File: src/rtl/segmented_health_bar.sv
// rtl/segmented_health_bar.sv - HUD health bar drawn as discrete HP segments with damage/heal/invulnerability FSM
//
// Optional feature macro: HEALTH_BAR_FLASH_EN (filled segments blink while invulnerable)
//
// Ports:
//   clk, rst           pixel clock, asynchronous active-high reset
//   hcount_in          current pixel column (11 bits)
//   vcount_in          current pixel row (10 bits)
//   frame_tick         one-cycle pulse at start of each frame
//   damage_in          damage request level, acts on rising edge
//   damage_amt         HP to subtract, sampled on the damage edge (0 means 1)
//   heal_in            heal request level, acts on rising edge
//   hp_out             current HP
//   invuln_out         high while invulnerable after a hit
//   dead_out           high once HP reached zero (until reset)
//   pixel_out          registered RGB444 pixel, one cycle behind hcount/vcount

module segmented_health_bar #(
    parameter int          POS_X         = 480,
    parameter int          POS_Y         = 720,
    parameter int          SEG_W         = 16,
    parameter int          HEIGHT        = 32,
    parameter int          MAX_HP        = 6,
    parameter int          HP_W          = 4,
    parameter int          INVULN_FRAMES = 30,
    parameter int          LOW_HP        = 2,
    parameter logic [11:0] COLOR_FULL    = 12'hFF0,
    parameter logic [11:0] COLOR_LOW     = 12'hF80,
    parameter logic [11:0] COLOR_EMPTY   = 12'hF00
) (
    input  logic            clk,
    input  logic            rst,
    input  logic [10:0]     hcount_in,
    input  logic [9:0]      vcount_in,
    input  logic            frame_tick,
    input  logic            damage_in,
    input  logic [HP_W-1:0] damage_amt,
    input  logic            heal_in,
    output logic [HP_W-1:0] hp_out,
    output logic            invuln_out,
    output logic            dead_out,
    output logic [11:0]     pixel_out
);

    localparam int SEG_SH = $clog2(SEG_W);
    localparam int TW     = $clog2(INVULN_FRAMES + 1);

    localparam logic [10:0]     X_LO   = 11'(POS_X);
    localparam logic [10:0]     X_HI   = 11'(POS_X + MAX_HP * SEG_W);
    localparam logic [9:0]      Y_LO   = 10'(POS_Y);
    localparam logic [9:0]      Y_HI   = 10'(POS_Y + HEIGHT);
    localparam logic [HP_W-1:0] HP_MAX = HP_W'(MAX_HP);
    localparam logic [HP_W-1:0] HP_LOW = HP_W'(LOW_HP);

    typedef enum logic [1:0] {
        ALIVE  = 2'd0,
        INVULN = 2'd1,
        DEAD   = 2'd2
    } state_t;

    state_t          state;
    logic [TW-1:0]   timer;
    logic            damage_q;
    logic            heal_q;

    logic            dmg_edge;
    logic            heal_edge;
    logic [HP_W-1:0] amt_eff;
    logic [HP_W-1:0] hp_healed;

    assign dmg_edge  = damage_in & ~damage_q;
    assign heal_edge = heal_in & ~heal_q;
    assign amt_eff   = (damage_amt == '0) ? HP_W'(1) : damage_amt;
    assign hp_healed = (hp_out >= HP_MAX) ? HP_MAX : hp_out + HP_W'(1);

    // Health state machine; outputs are registered alongside the state.
    always_ff @(posedge clk or posedge rst) begin
        if (rst) begin
            state      <= ALIVE;
            hp_out     <= HP_MAX;
            timer      <= '0;
            damage_q   <= 1'b0;
            heal_q     <= 1'b0;
            invuln_out <= 1'b0;
            dead_out   <= 1'b0;
        end else begin
            damage_q <= damage_in;
            heal_q   <= heal_in;
            case (state)
                ALIVE: begin
                    // Damage wins over a simultaneous heal.
                    if (dmg_edge) begin
                        if (amt_eff >= hp_out) begin
                            hp_out   <= '0;
                            state    <= DEAD;
                            dead_out <= 1'b1;
                        end else begin
                            hp_out     <= hp_out - amt_eff;
                            state      <= INVULN;
                            timer      <= TW'(INVULN_FRAMES);
                            invuln_out <= 1'b1;
                        end
                    end else if (heal_edge) begin
                        hp_out <= hp_healed;
                    end
                end
                INVULN: begin
                    if (heal_edge) begin
                        hp_out <= hp_healed;
                    end
                    if (frame_tick) begin
                        if (timer == TW'(1)) begin
                            state      <= ALIVE;
                            invuln_out <= 1'b0;
                        end
                        timer <= timer - TW'(1);
                    end
                end
                default: begin
                    hp_out <= '0;
                end
            endcase
        end
    end

`ifdef HEALTH_BAR_FLASH_EN
    logic [2:0] frame_cnt;

    always_ff @(posedge clk or posedge rst) begin
        if (rst) begin
            frame_cnt <= '0;
        end else if (frame_tick) begin
            frame_cnt <= frame_cnt + 3'd1;
        end
    end

    logic flash_off;
    assign flash_off = (state == INVULN) && frame_cnt[2];
`else
    logic flash_off;
    assign flash_off = 1'b0;
`endif

    logic [10:0] x_off;
    logic [10:0] seg_idx;
    logic        in_bar;
    logic        is_sep;
    logic [11:0] pixel_d;

    assign x_off   = hcount_in - X_LO;
    assign seg_idx = x_off >> SEG_SH;
    assign in_bar  = (hcount_in >= X_LO) && (hcount_in < X_HI) &&
                     (vcount_in >= Y_LO) && (vcount_in < Y_HI);
    // Last column of each segment is a black separator.
    assign is_sep  = (x_off[SEG_SH-1:0] == {SEG_SH{1'b1}});

    always_comb begin
        pixel_d = 12'h000;
        if (in_bar && !is_sep) begin
            if (seg_idx < {{(11-HP_W){1'b0}}, hp_out}) begin
                if (flash_off) begin
                    pixel_d = COLOR_EMPTY;
                end else if (hp_out <= HP_LOW) begin
                    pixel_d = COLOR_LOW;
                end else begin
                    pixel_d = COLOR_FULL;
                end
            end else begin
                pixel_d = COLOR_EMPTY;
            end
        end
    end

    always_ff @(posedge clk or posedge rst) begin
        if (rst) begin
            pixel_out <= 12'h000;
        end else begin
            pixel_out <= pixel_d;
        end
    end

endmodule

File: config.mk
export PLATFORM = sky130hd
export DESIGN_NAME = segmented_health_bar
export DESIGN_NICKNAME = d
export VERILOG_FILES = /design/src/rtl/segmented_health_bar.sv
export SDC_FILE = /design/constraint.sdc
export NUM_CORES = 1
export LEC_CHECK = 0
export BUFFER_PORTS_ARGS = -buffer_cell sky130_fd_sc_hd__clkbuf_2
export CAP_MARGIN = 0
export CORE_UTILIZATION = 47
export CTS_CLUSTER_DIAMETER = 200
export DETAILED_ROUTE_END_ITERATION = 7
export GPL_ROUTABILITY_DRIVEN = 0
export PLACE_DENSITY = 0.77
export SYNTH_ARGS = -nofsm -noshare
export SYNTH_HDL_FRONTEND = slang
export SYNTH_SLANG_ARGS = --single-unit
File: constraint.sdc
create_clock -name clk -period 2.7 [get_ports clk]
set_clock_uncertainty 0.1 [all_clocks]
set_input_delay 0.54 -clock clk [delete_from_list [all_inputs] [get_ports clk]]
set_output_delay 0.54 -clock clk [all_outputs]
set_load 0.01 [all_outputs]
* Word level (Yosys, flattened, before mapping) *
Index checks and enable logic that the tools add are counted.

word-level totals
  register bits after elaboration = 27
  word-level logic and storage cells = 66

operators by class
  add/sub/neg operators = 4
  magnitude comparators = 8
  eq/ne operators = 7
  muxes and demuxes = 23
  bitwise operators = 4
  reduce and logical (&&, ||, !) cells = 12

operator list
  kind                                                            count
  2-to-1 mux 12 bit                                               2
  2-to-1 mux 4 bit                                                5
  2-to-1 mux 5 bit                                                3
  >= comparator 11 x 9 -> 1 bit, second input constant            1
  < comparator 11 x 10 -> 1 bit, second input constant            1
  subtractor 11 x 9 -> 11 bit, second input constant              1
  >= comparator 10 bit, second input constant                     1
  < comparator 10 bit, second input constant                      1
  case mux 5 bit (2 select lines)                                 1
  2-to-1 mux 2 bit                                                4
  inequality test 2 bit, second input constant                    4
  case mux 4 bit (2 select lines)                                 1
  AND reduction 4 bit                                             2
  < comparator 7 x 4 -> 1 bit                                     1
  2-to-1 mux 7 bit                                                1
  equality test 5 x 1 -> 1 bit, second input constant             1
  AND reduction 5 bit                                             1
  subtractor 5 x 1 -> 5 bit, second input constant                1
  adder 4 x 1 -> 4 bit, second input constant                     1
  equality test 4 bit, second input constant                      1
  >= comparator 4 x 3 -> 1 bit, second input constant             1
  >= comparator 4 bit                                             1
  less-or-equal comparator 4 x 2 -> 1 bit, second input constant  1
  logical AND 1 bit                                               4
  other kinds (12)                                                17

* Logic depth before layout (Yosys ltp) *
  word-level depth = 6
  gate-level depth with buffers = 10
  depth with buffers taken out = 9

* Worst setup path after synthesis *
Ideal clock, no wire load.

  kind = input-to-reg
  start = input damage_amt[1]
  end = register timer[3]
  setup time = 126 ps
  arrival time = 2336 ps
  data required time = 2474 ps
  slack = 138 ps
  cell stages on the path = 10
  path through = inv_1 > a31o_2 > ha_1 > inv_1 > fa_1 > a211o_1 > and4_1 > buf_6 > or3_1 > o311a_1

on the way
  cells in the longest elaborated chain, start to end = 5

ends and longest elaborated chain
  element                            RTL line  source
  start, declared                    37        input logic [HP_W-1:0] damage_amt,
  zero test 4 bit                    73        assign amt_eff = (damage_amt == '0) ? HP_W'(1) : damage_amt;
  2-to-1 mux 4 bit *                 73
  >= comparator 4 bit *              93        if (amt_eff >= hp_out) begin
  inequality test 2 bit (no line) *  n/a
  AND reduction 4 bit (no line) *    n/a
  end signal, assigned               100       timer <= TW'(INVULN_FRAMES);
  end signal, assigned               116       timer <= timer - TW'(1);
  end, declared                      62        logic [TW-1:0] timer;

Every way passes the cells marked *; elsewhere a longest branch is shown, timed or not.
A chain may end at the register's enable or synchronous reset.

* Worst setup path after layout *
  start = register hp_out[0]
  end = register timer[3]

on the way
  cells in the longest elaborated chain, start to end = 3

ends and longest elaborated chain
  element                          RTL line  source
  start, declared                  39        output logic [HP_W-1:0] hp_out,
  start signal, assigned           98        hp_out <= hp_out - amt_eff;
  start signal, assigned           104       hp_out <= hp_healed;
  start signal, assigned           109       hp_out <= hp_healed;
  >= comparator 4 bit              93
  inequality test 2 bit (no line)  n/a
  AND reduction 4 bit (no line)    n/a

Every way passes these cells.

==> summary.md <==
| Metric | Value |
|---|---|
| Ports | `48` |
| Clock-pin slew on the worst setup and hold paths | `approximately 0.11 ns` |
| Drt pass-1 iters | `4` |
| Via count | `around 1100` |
| Die area | `a little under 3000 µm²` |
| Fin crit share | `89.8%` |
| Final net count | `approximately 210` |
| Core Rows | `18` |
| CP Max Fanout | `5` |
| Global route overflow | `0` |
| Crit path buffers/inverters | `2` |
| Most common cell in the synthesized netlist | `dfrtp_1` |
| RSZ-0062 raised after global routing | `no` |
| Cts hold-fix bufs | `0` |
| Outcome | `completed` |
| # resized after CTS | `0` |
| Overall die width | `53.7 µm` |
| Worst min path class | `input pin to async pin` |
| CTS Sinks | `18` |
| Core Area | `2500 µm²` |
| Peak VDD IR | `roughly 0.00022 V` |
| Seq/Total Area, Yosys | `between 30% and 40%` |
| Post-route design area | `1470 µm²` |
| Port Buffers | `39` |
| Drt via density | `roughly 5.5` |
| Worst Tran Pin Value | `0.685 ns` |
| FF/Latch Area | `about 450 µm²` |
| Total track usage | `between 15 and 20%` |
| Final ANT Viol Nets | `0` |
| Largest area contributor in the netlist | `dfrtp_1` |
| Top-area cell type share of the netlist area | `a little under a third` |
| Critical Path Start Type | `register` |
| First-pass GRT wire length | `approximately 4.0 mm` |
| Crit path required time | `roughly 2.8 ns` |
| Post-route DRC | `0` |
| Post-synth EDFFs | `0` |
| Post-DR wirelength/cell | `~13 µm` |
| Routed met2 length | `1.36 mm` |
| Cell count after synthesis | `129` |
| Main synth FF type | `dfrtp_1` |
| Area grow syn2layout | `17.2%` |
| Top post-synthesis cells by area | `dfrtp_1, ha_1, buf_4, dfstp_2, inv_1` |
| Largest delay contributor family on the critical path | `adder cells` |
| Critical path class | `register to register` |
| Hold Vio Cnt, Final | `0` |
| Synth unique cells | `42` |
| Routed wire length | `around 2.6 mm` |
| Endpoints failing setup | `0` |
| Fillcell total | `between 200 and 250` |
| Final WS setup | `0.277 ns` |
| Crit-path cells | `inv_1 > ha_1 > inv_1 > fa_1 > a211o_1 > and4_1 > or3_1 > o311a_1` |
| Largest net degree at the start of global routing | `19` |
| Initial antenna violation count | `0` |
| Synthesized cell area | `~1300 µm²` |
| Synthesis-stage register bit count | `18` |
| Worst Path Arrival | `2.52 ns` |
| Slowest CP cell | `dfrtp_1` |
| Met1 WL | `1.11 mm` |
| Post-placement cell area | `1440 µm²` |
| Max Slew Vio Count | `0` |
| Setup Buffers After CTS | `0` |
| Clock latency on the worst-skew pair | `about 0.30 ns` |
| Worst slack, placed | `between 0.04 and 0.05 ns` |
| Number of H-tree levels | `1` |
| Highest routed layer | `met4` |
| TritonCTS Buffers | `3` |
| Pleak | `~0.79 nW` |
| Max frequency | `slightly above 400 MHz` |
| Area of the multi-input gates | `slightly below 700 µm²` |
| Ant diodes | `0` |
| Dpl hpwl | `between 2 and 2.5 mm` |
| Tmin final | `2.42 ns` |
| Vias in the first global route | `975` |
| Max-slew headroom | `approximately 54%` |
| CTS Buffer Depth | `2` |
| Ys Warns | `0` |
| Clock tree from TritonCTS | `yes` |
| Die Y | `between 50 and 60 µm` |
| Largest stage delay, worst path | `approximately 0.45 ns` |
| Share of synthesized registers carrying an async set or reset | `100%` |
| Share of layout cells above drive strength 1 | `31.7%` |
| Total of max-cap violations | `0` |
| Worst path most repeated cell | `inv_1` |
| CP Capture Type | `register` |
| Final Util | `58.9%` |
| Power per Cell Area | `approximately 380 nW/µm²` |
| Initial core utilization | `between 50% and 60%` |
| Root Driver | `clkbuf_4` |
| Syn avg cell area | `slightly below 10 µm²` |
| Synth top cells by count | `dfrtp_1, inv_1, ha_1, buf_4, nand2_1` |
| DRT iter0 DRCs | `31` |
| WL met3 | `101 µm` |
| Final setup TNS | `0 ns` |
## power by group
| group | internal, W | switching (W) | total, W |
|---|---|---|---|
| sequential | 0.000281 | 0.00000928 | 0.000291 |
| clock | 0.0000822 | 0.0000879 | 0.000170 |
| combinational | 0.0000461 | 0.0000505 | 0.0000966 |
| total | 0.000410 | 0.000148 | 0.000557 |
## worst paths after layout
path	from	end	slack, ns	cells past startpoint
max	hp_out[0]$_DFF_PP0_	timer[3]$_DFFE_PP0P_	0.28	8
min	rst	timer[3]$_DFFE_PP0P_	0.21	2
max reg2reg	hp_out[0]$_DFF_PP0_	timer[3]$_DFFE_PP0P_	0.28	8
min reg2reg	dead_out$_DFFE_PP0P_	dead_out$_DFFE_PP0P_	0.37	1
max in group asynchronous	rst	heal_q$_DFF_PP0_	1.85	2
min in group clk	damage_in	damage_q$_DFF_PP0_	0.27	1
## layout by cell type, fill, tap and decap left out, types with 4 or more instances in the layout
cell / instances
conb_1: 4
nand2_1: 8
nand4b_1: 4
dfrtp_1: 16
clkbuf_2: 39
ha_1: 12
inv_1: 14
nor2_1: 5
nand3_1: 5
xor2_1: 5
nor3_1: 4
## worst reg2reg max path, stage by stage (launching register included)
cell and delay (ns):
dfrtp_1 0.45, inv_1 0.15, ha_1 0.18, inv_1 0.06, fa_1 0.42, a211o_1 0.31, and4_1 0.19, or3_1 0.36
o311a_1 0.11
## logic make-up after synthesis
kind of cell | Yosys count | synth area share, %
AOI/OAI and AO/OA | 25 | 15.5
and+or+nand+nor | 42 | 19.8
other | 1 | 0.299
xor gates and xnor gates | 5 | 3.49
DFF | 18 | 36.1
adders and majority gates | 13 | 13.5
buffers and inverters | 24 | 10.5
muxes | 1 | 0.797
## cell type report
type | count | share of cell area [%]
well taps | 30 | 2.55
flip-flops and latches | 18 | 30.8
inverters | 14 | 3.57
clock buffers | 4 | 2.46
multi-input cells | 90 | 46.4
repair buffers | 41 | 14.3
## sequential cells by signal (all words and copies together) (netlist names)
signal,flops
invuln_out,1
state,2
pixel_out,3
timer,5
dead_out,1
hp_out,4
damage_q,1
heal_q,1
## stage by stage
step	total power, W	cells	hold slack (ns)
after detailed placement	0.000393	193	0.349
after CTS	0.000563	197	0.231
final	0.000557	197	0.209
after floorplan	0.000357	132	0.374
after global placement	0.000388	193	0.342
after global routing	0.000583	197	0.256
## routing by layer
layer / track usage (%) / vias to the layer above
li1: - / 534
met1: 21.9 / 512
met2: 35.8 / 33
met3: 1.69 / 4
met4: 9.21 / 0
met5: 0 / -
No activity file was read; power rests on OpenSTA's default activity.
